## config.mk

```make
export PLATFORM = sky130hd
export DESIGN_NAME = fluxo_dados_rodada_flat
export DESIGN_NICKNAME = d
export VERILOG_FILES = /design/src/rtl/fluxo_dados_rodada_if.sv /design/src/rtl/fluxo_dados_rodada.sv /design/src/flat_wrapper.sv
export SDC_FILE = /design/constraint.sdc
export NUM_CORES = 1
export LEC_CHECK = 0
export CORE_UTILIZATION = 31
export CTS_BUF_LIST = sky130_fd_sc_hd__clkbuf_2 sky130_fd_sc_hd__clkbuf_4 sky130_fd_sc_hd__clkbuf_8
export CTS_CLUSTER_SIZE = 20
export DETAILED_ROUTE_END_ITERATION = 7
export GPL_TIMING_DRIVEN = 0
export SYNTH_ARGS = -nofsm -noshare
export SYNTH_HDL_FRONTEND = slang
export SYNTH_SLANG_ARGS = --single-unit
export TNS_END_PERCENT = 100
```

## constraint.sdc

```tcl
create_clock -name clock -period 2.35 [get_ports clock]
set_input_delay 0.47 -clock clock [delete_from_list [all_inputs] [get_ports clock]]
set_output_delay 0.47 -clock clock [all_outputs]
set_load 0.05 [all_outputs]
```

## src/rtl/fluxo_dados_rodada_if.sv

```systemverilog
// Bus between the game control unit and the round datapath.
// The master side drives the player buttons and strobes; the slave side returns the status flags.
interface fluxo_dados_rodada_if #(
    parameter int N      = 4,
    parameter int ADDR_W = 4
);
    logic [N-1:0]      chaves;
    logic              zeraR;
    logic              registraR;
    logic              zeraE;
    logic              contaE;
    logic              zeraL;
    logic              contaL;
    logic              zeraT;
    logic              contaT;
    logic              jogada_igual;
    logic              jogada_valida;
    logic              enderecoIgualLimite;
    logic              fimE;
    logic              fimL;
    logic              timeout;
    logic              jogada_feita;
    logic              db_tem_jogada;
    logic [N-1:0]      db_jogada;
    logic [ADDR_W-1:0] db_contagem;
    logic [ADDR_W-1:0] db_limite;
    logic [N-1:0]      db_memoria;

    modport master (
        output chaves, zeraR, registraR, zeraE, contaE, zeraL, contaL, zeraT, contaT,
        input  jogada_igual, jogada_valida, enderecoIgualLimite, fimE, fimL, timeout,
               jogada_feita, db_tem_jogada, db_jogada, db_contagem, db_limite, db_memoria
    );

    modport slave (
        input  chaves, zeraR, registraR, zeraE, contaE, zeraL, contaL, zeraT, contaT,
        output jogada_igual, jogada_valida, enderecoIgualLimite, fimE, fimL, timeout,
               jogada_feita, db_tem_jogada, db_jogada, db_contagem, db_limite, db_memoria
    );
endinterface

```

## src/rtl/fluxo_dados_rodada.sv

```systemverilog
// Round datapath for the memory-sequence game: address/limit counters, play timer,
// play register, one-hot check, press edge detector and a registered-read sequence ROM.
module fluxo_dados_rodada #(
    parameter int N       = 4,
    parameter int ADDR_W  = 4,
    parameter int TIMEOUT = 5000
) (
    input  logic                 clock,
    input  logic                 reset,
    fluxo_dados_rodada_if.slave  bus
);
    localparam int DEPTH = 1 << ADDR_W;
    localparam int TW    = (TIMEOUT > 2) ? $clog2(TIMEOUT) : 1;
    localparam logic [TW-1:0]     T_MAX = TW'(TIMEOUT - 1);
    localparam logic [ADDR_W-1:0] A_MAX = '1;

    logic [ADDR_W-1:0] e_q, e_d;
    logic [ADDR_W-1:0] l_q, l_d;
    logic [TW-1:0]     t_q, t_d;
    logic [N-1:0]      jogada_q, jogada_d;
    logic [N-1:0]      mem_q;
    logic              edge_q;
    logic              tem_jogada;

    // Word i holds a single lit button, cycling through the N positions.
    logic [N-1:0] rom [DEPTH];
    generate
        for (genvar gi = 0; gi < DEPTH; gi++) begin : g_rom
            localparam int SH = gi % N;
            assign rom[gi] = N'(1) << SH;
        end
    endgenerate

    always_comb begin
        e_d      = e_q;
        l_d      = l_q;
        t_d      = t_q;
        jogada_d = jogada_q;
        if (bus.zeraE)       e_d = '0;
        else if (bus.contaE) e_d = e_q + 1'b1;
        if (bus.zeraL)       l_d = '0;
        else if (bus.contaL) l_d = l_q + 1'b1;
        // Timer saturates so timeout stays asserted until explicitly cleared.
        if (bus.zeraT)                        t_d = '0;
        else if (bus.contaT && (t_q < T_MAX)) t_d = t_q + 1'b1;
        if (bus.zeraR)          jogada_d = '0;
        else if (bus.registraR) jogada_d = bus.chaves;
    end

    assign tem_jogada = |bus.chaves;

    always_ff @(posedge clock or posedge reset) begin
        if (reset) begin
            e_q      <= '0;
            l_q      <= '0;
            t_q      <= '0;
            jogada_q <= '0;
            mem_q    <= '0;
            edge_q   <= 1'b0;
        end else begin
            e_q      <= e_d;
            l_q      <= l_d;
            t_q      <= t_d;
            jogada_q <= jogada_d;
            mem_q    <= rom[e_q];
            edge_q   <= tem_jogada;
        end
    end

    assign bus.jogada_igual        = (mem_q == jogada_q);
    assign bus.jogada_valida       = (jogada_q != '0) && ((jogada_q & (jogada_q - 1'b1)) == '0);
    assign bus.enderecoIgualLimite = (e_q == l_q);
    assign bus.fimE                = (e_q == A_MAX);
    assign bus.fimL                = (l_q == A_MAX);
    assign bus.timeout             = (t_q == T_MAX);
    assign bus.jogada_feita        = tem_jogada & ~edge_q;
    assign bus.db_tem_jogada       = tem_jogada;
    assign bus.db_jogada           = jogada_q;
    assign bus.db_contagem         = e_q;
    assign bus.db_limite           = l_q;
    assign bus.db_memoria          = mem_q;
endmodule
```

## src/flat_wrapper.sv

```systemverilog
// flat-port wrapper written by rule: the top's interface ports become plain ports
module fluxo_dados_rodada_flat 
#(
    parameter int N       = 4,
    parameter int ADDR_W  = 4,
    parameter int TIMEOUT = 5000
)
  (clock, reset, bus_chaves, bus_zeraR, bus_registraR, bus_zeraE, bus_contaE, bus_zeraL, bus_contaL, bus_zeraT, bus_contaT, bus_jogada_igual, bus_jogada_valida, bus_enderecoIgualLimite, bus_fimE, bus_fimL, bus_timeout, bus_jogada_feita, bus_db_tem_jogada, bus_db_jogada, bus_db_contagem, bus_db_limite, bus_db_memoria);
  fluxo_dados_rodada_if #(.N(N), .ADDR_W(ADDR_W)) bus_i ();
  input  logic clock;
  input  logic reset;
  input wire logic [$bits(bus_i.chaves)-1:0] bus_chaves;
  input wire logic [$bits(bus_i.zeraR)-1:0] bus_zeraR;
  input wire logic [$bits(bus_i.registraR)-1:0] bus_registraR;
  input wire logic [$bits(bus_i.zeraE)-1:0] bus_zeraE;
  input wire logic [$bits(bus_i.contaE)-1:0] bus_contaE;
  input wire logic [$bits(bus_i.zeraL)-1:0] bus_zeraL;
  input wire logic [$bits(bus_i.contaL)-1:0] bus_contaL;
  input wire logic [$bits(bus_i.zeraT)-1:0] bus_zeraT;
  input wire logic [$bits(bus_i.contaT)-1:0] bus_contaT;
  output wire logic [$bits(bus_i.jogada_igual)-1:0] bus_jogada_igual;
  output wire logic [$bits(bus_i.jogada_valida)-1:0] bus_jogada_valida;
  output wire logic [$bits(bus_i.enderecoIgualLimite)-1:0] bus_enderecoIgualLimite;
  output wire logic [$bits(bus_i.fimE)-1:0] bus_fimE;
  output wire logic [$bits(bus_i.fimL)-1:0] bus_fimL;
  output wire logic [$bits(bus_i.timeout)-1:0] bus_timeout;
  output wire logic [$bits(bus_i.jogada_feita)-1:0] bus_jogada_feita;
  output wire logic [$bits(bus_i.db_tem_jogada)-1:0] bus_db_tem_jogada;
  output wire logic [$bits(bus_i.db_jogada)-1:0] bus_db_jogada;
  output wire logic [$bits(bus_i.db_contagem)-1:0] bus_db_contagem;
  output wire logic [$bits(bus_i.db_limite)-1:0] bus_db_limite;
  output wire logic [$bits(bus_i.db_memoria)-1:0] bus_db_memoria;
  assign bus_i.chaves = bus_chaves;
  assign bus_i.zeraR = bus_zeraR;
  assign bus_i.registraR = bus_registraR;
  assign bus_i.zeraE = bus_zeraE;
  assign bus_i.contaE = bus_contaE;
  assign bus_i.zeraL = bus_zeraL;
  assign bus_i.contaL = bus_contaL;
  assign bus_i.zeraT = bus_zeraT;
  assign bus_i.contaT = bus_contaT;
  assign bus_jogada_igual = bus_i.jogada_igual;
  assign bus_jogada_valida = bus_i.jogada_valida;
  assign bus_enderecoIgualLimite = bus_i.enderecoIgualLimite;
  assign bus_fimE = bus_i.fimE;
  assign bus_fimL = bus_i.fimL;
  assign bus_timeout = bus_i.timeout;
  assign bus_jogada_feita = bus_i.jogada_feita;
  assign bus_db_tem_jogada = bus_i.db_tem_jogada;
  assign bus_db_jogada = bus_i.db_jogada;
  assign bus_db_contagem = bus_i.db_contagem;
  assign bus_db_limite = bus_i.db_limite;
  assign bus_db_memoria = bus_i.db_memoria;
  fluxo_dados_rodada #(.N(N), .ADDR_W(ADDR_W), .TIMEOUT(TIMEOUT)) u_core (.clock(clock), .reset(reset), .bus(bus_i));
endmodule
```

# Yosys cells after proc, flatten, opt, wreduce, memory -nomap -nowiden
# Memory sizes are Yosys's and may differ from the RTL's. A register that Yosys moved wholly into a read port is not among the register bits.
# Cells that the tools add are included.
# W data, S select, Z words.
word_totals:
  register_bits: 26
  rom_bits: 64
  inputBits: 14
  elab_cells: 37
  mem_count: 1
memory_table:
  columns: ["memory", "words", "width", "read_ports", "rd_clocked_by_memory_dff", "write_ports", "line_no", "source"]
  rows:
  - ["(name not given)", 16, 4, 1, 1, 0, "fluxo_dados_rodada.sv:65", "mem_q <= rom[e_q];"]
classes:
  addsub: 4
  magnitude_cmp: 1
  eq_ne: 5
  muxes: 8
  n_bitwise: 4
  reduce_logical: 9
op_table:
  columns: ["operator", "count"]
  rows:
  - ["$mux W13", 2]
  - ["$mux W4", 6]
  - ["$add A13 B1 Y13 const B", 1]
  - ["$eq A13 B13 Y1 const B", 1]
  - ["$lt A13 B13 Y1 const B", 1]
  - ["$add A4 B1 Y4 const B", 2]
  - ["$eq A4 B4 Y1", 2]
  - ["$eq A4 B4 Y1 const B", 2]
  - ["$reduce_bool A2 Y1", 4]
  - ["$not A4 Y5", 1]
  - ["$and A4 B4 Y4", 1]
  - ["$logic_not A4 Y1", 1]
  - ["$reduce_bool A4 Y1", 1]
  - ["$reduce_or A4 Y1", 1]
  - ["$sub A4 B1 Y4 const B", 1]
  - ["$logic_and A1 B1 Y1", 2]
  - ["$and A1 B1 Y1", 1]
  - ["$not A1 Y1", 1]

# Depth between registers and ports, before layout
# Gate-level depths: netlist (run 1).
depth:
  ltp_word: 4
  depth_mapped: 5
  ltp_nobuf: 5

# Least setup slack after synthesis (run 1)
# No wires, ideal clock.
synth_timing:
  kind: "register to output"
  startpoint: "register u_core.e_q[0] (netlist: u_core.bus.db_contagem[0])"
  endpoint: "output port bus_enderecoIgualLimite"
  t_arrival_ns: 2.418
  required_ns: 1.880
  path_slack_ns: -0.538
  stages_incl_launch_ff: 3
  path_buffers: 0
  path_cell_list: "dfrtp_1 > xor2_1 > nor4_1"
synth_between:
  elab_chain_cells: 1
synth_rtl:
  columns: ["item", "line_no", "source"]
  rows:
  - ["start: declaration", "fluxo_dados_rodada.sv:17", "logic [ADDR_W-1:0] e_q, e_d;"]
  - ["start signal: assignment", "fluxo_dados_rodada.sv:54", "e_q <= '0;"]
  - ["start signal: assignment", "fluxo_dados_rodada.sv:61", "e_q <= e_d;"]
  - ["$eq A4 B4 Y1", "fluxo_dados_rodada.sv:72", "assign bus.enderecoIgualLimite = (e_q == l_q);"]
  - ["end: declaration", "flat_wrapper.sv:23", "output wire logic [$bits(bus_i.enderecoIgualLimite)-1:0] bus_enderecoIgualLimite;"]
# Every way passes these cells.

# Worst setup path in the final report (run 1)
layout_timing:
  startpoint: "input port bus_chaves[2]"
  endpoint: "output port bus_db_tem_jogada"
layout_between:
  elab_chain_cells: 1
layout_rtl:
  columns: ["item", "line_no", "source"]
  rows:
  - ["start: declaration", "flat_wrapper.sv:12", "input wire logic [$bits(bus_i.chaves)-1:0] bus_chaves;"]
  - ["$reduce_or A4 Y1", "fluxo_dados_rodada.sv:50", "assign tem_jogada = |bus.chaves;"]
  - ["end: declaration", "flat_wrapper.sv:28", "output wire logic [$bits(bus_i.db_tem_jogada)-1:0] bus_db_tem_jogada;"]
# Every way passes these cells.

==> results_dict.tcl, run 1 <==
set metrics [dict create \
    numCtsBuffers 5 \
    worst-path-max-fanout 3 \
    reg2reg_slack_ps 210 \
    synthDistinctLibCells 34 \
    yosysTopAreaCellShare_pct 46.7 \
    required_ps 1880 \
    dp.cells 259 \
    firstDrtPassIters 4 \
    worstPathCellList "clkdlybuf4s50_1 -> or4_1 -> clkdlybuf4s15_2" \
    clockRootBuffer "clkbuf_8" \
    post-route-period-util_pct 96.7 \
    dp.final_hpwl_mm 2.34 \
    clockBufferDepth 2 \
    synthToLayoutAreaGrowth_pct 34.1 \
    htree_levels 2 \
    synth_top_cell_by_area "dfrtp_1" \
    cts_tree "built" \
    yosys-top-cells-count "dfrtp_1, nor2_1, xor2_1" \
    postCtsSetupBuffers 0 \
    power_frac_clock_pct 38.2 \
    gp_congestion 0.778 \
    yosysMostFrequentCell "dfrtp_1" \
    critPathBufInv 2 \
    n_antenna_cell 0 \
    start_kind "primary input" \
    synth_seq_cells 30 \
    wl_per_cell_um 12.1 \
    seqPwrFrac_pct 42.2 \
    die_width_um 74.0 \
    status "finished, final reports clean" \
    p_sw_share_pct 29.4 \
    ant_nets 0 \
    synthTopCellsByArea "dfrtp_1, xor2_1, ha_1" \
    drc 0 \
    hold_buffers 0 \
    start_util_pct 33.1 \
    antenna_found_initial 0 \
    ios 38 \
    chipHeight_um 74.0 \
    drv_slew 0 \
    routed_wl_mm 3.23 \
    layout-drive-gt1-share_pct 12.0 \
    powerDensity_nw_per_um2 619 \
    synth_area_um2 1610 \
    port-buffer-count 36 \
    grt_pass1_wl_mm 5.41 \
    p_leak_nw 0.964 \
    fin_worst_hold_slack_ps 508 \
    viasPerCell 4.80 \
    max-cap-violations 0 \
    synth_nets 176 \
    clock_skew_ps 6.03 \
    critical_path_depth 3 \
    syn-instance-count 156 \
    power.internal_mw 0.942 \
    dpl_cell_area_um2 2060 \
    final_cells 267 \
    critPathTopFamily "buffers and inverters" \
    fp.dieArea_um2 5470 \
    tns_ps 0 \
    synth_ff_type "dfrtp_1" \
    relSlewSlack_pct 24.4 \
    max_stage_delay_ps 560 \
    clock_sinks 30 \
    hold_class "reg -> reg" \
    grt_pass1_vias 1201 \
    syn_area_per_cell_um2 10.3 \
    vdd_drop_max_uv 287 \
    ys_seq_area_share_pct 46.7 \
    crit_type "in -> out" \
    rsz0062_at_grt "no" \
    fmax_mhz 440 \
    period_minus_slack_ps 2270 \
    clkTransAtPathRegs_ps 60 \
    worst_pin_slew_ps 1130 \
    core_um2 4850 \
    rr_worst_depth 5 \
    grt-ovfl-total 0 \
    netSwitchingPower_mw 0.392 \
    cp.arrival_ps 1800 \
    clkLatencyLatePin_ps 280 \
    row_count 25 \
    post-route-cell-area_um2 2150 \
    grt_max_degree 31 \
    gr-usage-all-layers_pct 13.3 \
    dr.first_iter.drc_count 39 \
    worst_setup_path_end_kind "output port" \
    async_reset_ff_share_pct 100 \
    comb_power_share_pct 19.5 \
    slowest_stage "or4_1" \
    hold_viol 0 \
    synth_edf_count 0 \
    setup_viol 0 \
    yosys_warnings 0 \
    holdPathStages 1 \
    via_count 1281 \
    nets 219 \
]
[timing repair]
item	CTS	global route
hold endpoints to repair	0	0
endpoints found under the setup margin	8	2
gates resized for setup	19	4
[metrics by stage]
step / utilization (%) / setup slack [ps] / power [mW]
2_1_floorplan: - / 20.6 / 0.744
3_3_place_gp: 42.6 / -428 / 0.845
3_5_place_dp: 42.6 / -420 / 0.846
4_1_cts: 44.7 / 12.9 / 1.36
5_1_grt: 44.4 / 33.6 / 1.40
6_report: 44.4 / 76.4 / 1.33
[logic make-up (layout without fill, tap and decap cells)]
| kind of cell | after synthesis | after routing | share of synthesized area, % |
|---|---|---|---|
| compound gates | 24 | 24 | 9.19 |
| xor+xnor | 15 | 15 | 8.18 |
| fa+ha+maj | 6 | 6 | 4.67 |
| buf+inv | 10 | 54 | 2.80 |
| flops | 30 | 30 | 46.7 |
| mux | 9 | 9 | 5.84 |
| simple gates | 62 | 62 | 22.6 |
[path summary, 6_finish.rpt]
| path | endpoint | from |
|---|---|---|
| max in group asynchronous | u_core.edge_q$_DFF_PP0_ | reset |
| worst min-delay path | u_core.t_q[9]$_DFFE_PP0P_ | u_core.t_q[9]$_DFFE_PP0P_ |
| min in group asynchronous | u_core.bus.db_contagem[3]$_DFFE_PP0P_ | reset |
| worst max-delay path | bus_db_tem_jogada | bus_chaves[2] |
| worst min register to register | u_core.t_q[9]$_DFFE_PP0P_ | u_core.t_q[9]$_DFFE_PP0P_ |
| worst max register to register | u_core.t_q[8]$_DFFE_PP0P_ | u_core.t_q[6]$_DFFE_PP0P_ |
[layout by cell type, fill, tap and decap left out, types with 5 or more instances in the layout]
| master | count |
|---|---|
| xor2_1 | 13 |
| o21ai_0 | 8 |
| clkbuf_8 | 5 |
| clkdlybuf4s50_1 | 28 |
| ha_1 | 6 |
| mux2i_1 | 6 |
| nor2_1 | 19 |
| and3_1 | 5 |
| dfrtp_1 | 30 |
| a21oi_1 | 8 |
| inv_1 | 6 |
| nand2_1 | 6 |
[state kept, by name, summed over array words and instances, names as in the netlist]
name and count:
u_core.bus.db_jogada 4, u_core.bus.db_limite 4, u_core.t_q 13, u_core.edge_q 1, u_core.bus.db_contagem 4, u_core.bus.db_memoria 4
[routing by layer]
layer / share of wire (%) / global-route usage [%] / wire [um]
met1: 47 / 16.2 / 1530
met5: 0 / 0 / 0
met3: 5.6 / 4.07 / 180
met2: 45 / 21.4 / 1450
met4: 2.0 / 6.41 / 63
[power by group through the flow]
| stage | sequential, mW | combinational (mW) | clock (mW) |
|---|---|---|---|
| floorplan | 0.630 | 0.114 | 0 |
| global placement | 0.573 | 0.272 | 0 |
| detailed placement | 0.574 | 0.273 | 0 |
| CTS | 0.564 | 0.266 | 0.526 |
| global route | 0.567 | 0.282 | 0.550 |
| finish | 0.564 | 0.260 | 0.510 |
[area by class of cell]
type | instances | area, um2
inverter | 6 | 22.5
timing repair buffer | 36 | 342
multi-input combinational | 116 | 823
sequential | 30 | 751
clock inverter | 3 | 40.0
tap | 67 | 83.8
buffer | 4 | 23.8
clock buffer | 5 | 68.8
fill | 479 | 2690
Note: power is estimated with default switching activity, not from simulation.
==> run 2, diff against run 1 <==
==> constraint.sdc (replaced) <==
create_clock -name clock -period 2.35 [get_ports clock]
set_input_delay 0.47 -clock clock [delete_from_list [all_inputs] [get_ports clock]]
set_output_delay 0.47 -clock clock [all_outputs]
set_load 0.1 [all_outputs]
==> run 2 against run 1 <==
Against the previous run: first-iteration DRC count decreased by 59%; routed wire length increased by 13%; design area increased by 5.1%; flip-flop and latch count unchanged; critical endpoint is now bus_db_jogada[1]; highest routed layer unchanged.
==> results_dict.tcl, run 2 (synthesis results as in run 1) <==
set metrics [dict create \
    core_um2 4850 \
    seqCellArea_um2 781 \
    multiInputGateArea_um2 867 \
    synthToLayoutAreaGrowth_pct 41.0 \
    start_kind "register" \
    n_antenna_cell 0 \
    grt-ovfl-total 0 \
    wl_per_cell_um 13.6 \
    worst_setup_path_end_kind "output port" \
    mostFrequentLayoutCell "nor2_1" \
    relSlewSlack_pct 23.3 \
    p_leak_nw 1.06 \
    finalPower_mw 1.52 \
    worst_pin_slew_ps 1150 \
    r2r_end "u_core.t_q[10]$_DFFE_PP0P_" \
    critPathTopFamily "buffers and inverters" \
    fp.dieArea_um2 5470 \
    period_minus_slack_ps 2310 \
    required_ps 1880 \
    port-buffer-count 36 \
    hold_class "reg -> reg" \
    clkTransAtPathRegs_ps 70 \
    hold_buffers 0 \
    post-route-cell-area_um2 2260 \
    grt_max_degree 31 \
    cp-startpoint "u_core.bus.db_jogada[1]$_DFFE_PP0P_" \
    crit_type "reg -> out" \
    fin_util_pct 46.7 \
    rr_worst_depth 4 \
    postCtsSetupBuffers 0 \
    chipHeight_um 74.0 \
    worstPathCellList "clkdlybuf4s50_1" \
    post-route-period-util_pct 98.2 \
    grt_pass1_wl_mm 6.01 \
    start_util_pct 33.1 \
    clkLatencyLatePin_ps 280 \
    routed_wl_mm 3.63 \
    rsz0062_at_grt "no" \
    ant_nets 0 \
    top_register "u_core.t_q" \
    die_width_um 74.0 \
    cp.arrival_ps 1840 \
    final_cell_mix "nor2_1, clkdlybuf4s50_1, dfrtp_1" \
    critPathBufInv 1 \
    layout-drive-gt1-share_pct 23.5 \
    status "finished, final reports clean" \
    numCtsBuffers 5 \
    gr-usage-all-layers_pct 14.5 \
    clockBufferDepth 2 \
    cts_tree "built" \
    reg2reg_slack_ps 160 \
    dp.cells 259 \
    fin_worst_hold_slack_ps 533 \
    grt_pass1_vias 1300 \
    viasPerCell 5.01 \
    largest_register_ff_count 13 \
    dr.first_iter.drc_count 16 \
    clockRootBuffer "clkbuf_8" \
    htree_levels 2 \
    clock_skew_ps 3.07 \
    firstDrtPassIters 4 \
    ios 38 \
    max_stage_delay_ps 1150 \
    critical_path_depth 1 \
    vdd_drop_max_uv 442 \
    hold_viol 0 \
    critPathCapture "bus_db_jogada[1]" \
    slowest_stage "clkdlybuf4s50_1" \
    final_cells 267 \
    worst-path-max-fanout 6 \
    dp.final_hpwl_mm 2.65 \
    gp_congestion 0.802 \
    drc 0 \
    antenna_found_initial 0 \
    clock_sinks 30 \
    row_count 25 \
    drv_slew 0 \
    r2r-start "u_core.t_q[6]$_DFFE_PP0P_" \
    nets 219 \
    via_count 1339 \
    max-cap-violations 0 \
    n_fill_cell 466 \
    dpl_cell_area_um2 2140 \
    setup_viol 0 \
    fmax_mhz 433 \
    powerDensity_nw_per_um2 670 \
]
-- run 2: cell types whose count changed in the layout (fill, tap and decap cells not counted), moves of 4 or more --
| cell | delta |
|---|---|
| dfrtp_4 | +4 |
| dfrtp_2 | +12 |
| dlymetal6s2s_1 | +7 |
| clkdlybuf4s50_1 | -11 |
| dfrtp_1 | -16 |
-- run 2: area by class of cell --
type / count / area share (%)
buffer: 4 / 0.994
clock buffer: 7 / 3.98
clock inverter: 1 / 1.33
inverter: 6 / 0.994
multi-input combinational: 116 / 38.3
sequential: 30 / 34.5
tap: 67 / 3.70
timing repair buffer: 36 / 16.2
-- run 2: per-stage QoR --
step | setup WS (ps) | TNS, ps
6_report | 42.5 | 0
5_1_grt | 3.30 | 0
4_1_cts | 2.36 | 0
3_5_place_dp | -707 | -2690
3_3_place_gp | -689 | -2610
2_1_floorplan | -143 | -226
-- run 2: how the worst min path moves through the flow --
stage,endpoint,slack [ps],startpoint,cells past startpoint
after global placement,u_core.t_q[9]$_DFFE_PP0P_,490,u_core.t_q[9]$_DFFE_PP0P_,1
after global routing,u_core.t_q[9]$_DFFE_PP0P_,560,u_core.t_q[9]$_DFFE_PP0P_,1
after detailed placement,u_core.t_q[9]$_DFFE_PP0P_,510,u_core.t_q[9]$_DFFE_PP0P_,1
after CTS,u_core.t_q[9]$_DFFE_PP0P_,520,u_core.t_q[9]$_DFFE_PP0P_,1
final,u_core.t_q[9]$_DFFE_PP0P_,530,u_core.t_q[9]$_DFFE_PP0P_,1
after floorplan,u_core.t_q[9]$_DFFE_PP0P_,460,u_core.t_q[9]$_DFFE_PP0P_,1
-- run 2: what timing repair did --
action | in CTS | in global routing
gates cloned | 0 | 0
resized for setup | 39 | 9
setup endpoints to repair | 12 | 9
hold endpoints to repair | 0 | 0
pin swaps | 0 | 0
-- run 2: power breakdown --
| part | leakage (nW) | switching, mW | internal (mW) | total, mW |
|---|---|---|---|---|
| registers | 0.379 | 0.0296 | 0.543 | 0.572 |
| clock network | 0.0619 | 0.192 | 0.357 | 0.549 |
| logic | 0.623 | 0.292 | 0.104 | 0.396 |
| total | 1.06 | 0.514 | 1.00 | 1.52 |
-- run 2: layer usage --
layer | track usage [%] | wire [um] | up-vias
li1 | - | - | 646
met1 | 18.1 | 1600 | 665
met2 | 24.1 | 1860 | 26
met3 | 4.34 | 149 | 2
met4 | 4.70 | 18 | 0
met5 | 0 | 0 | -
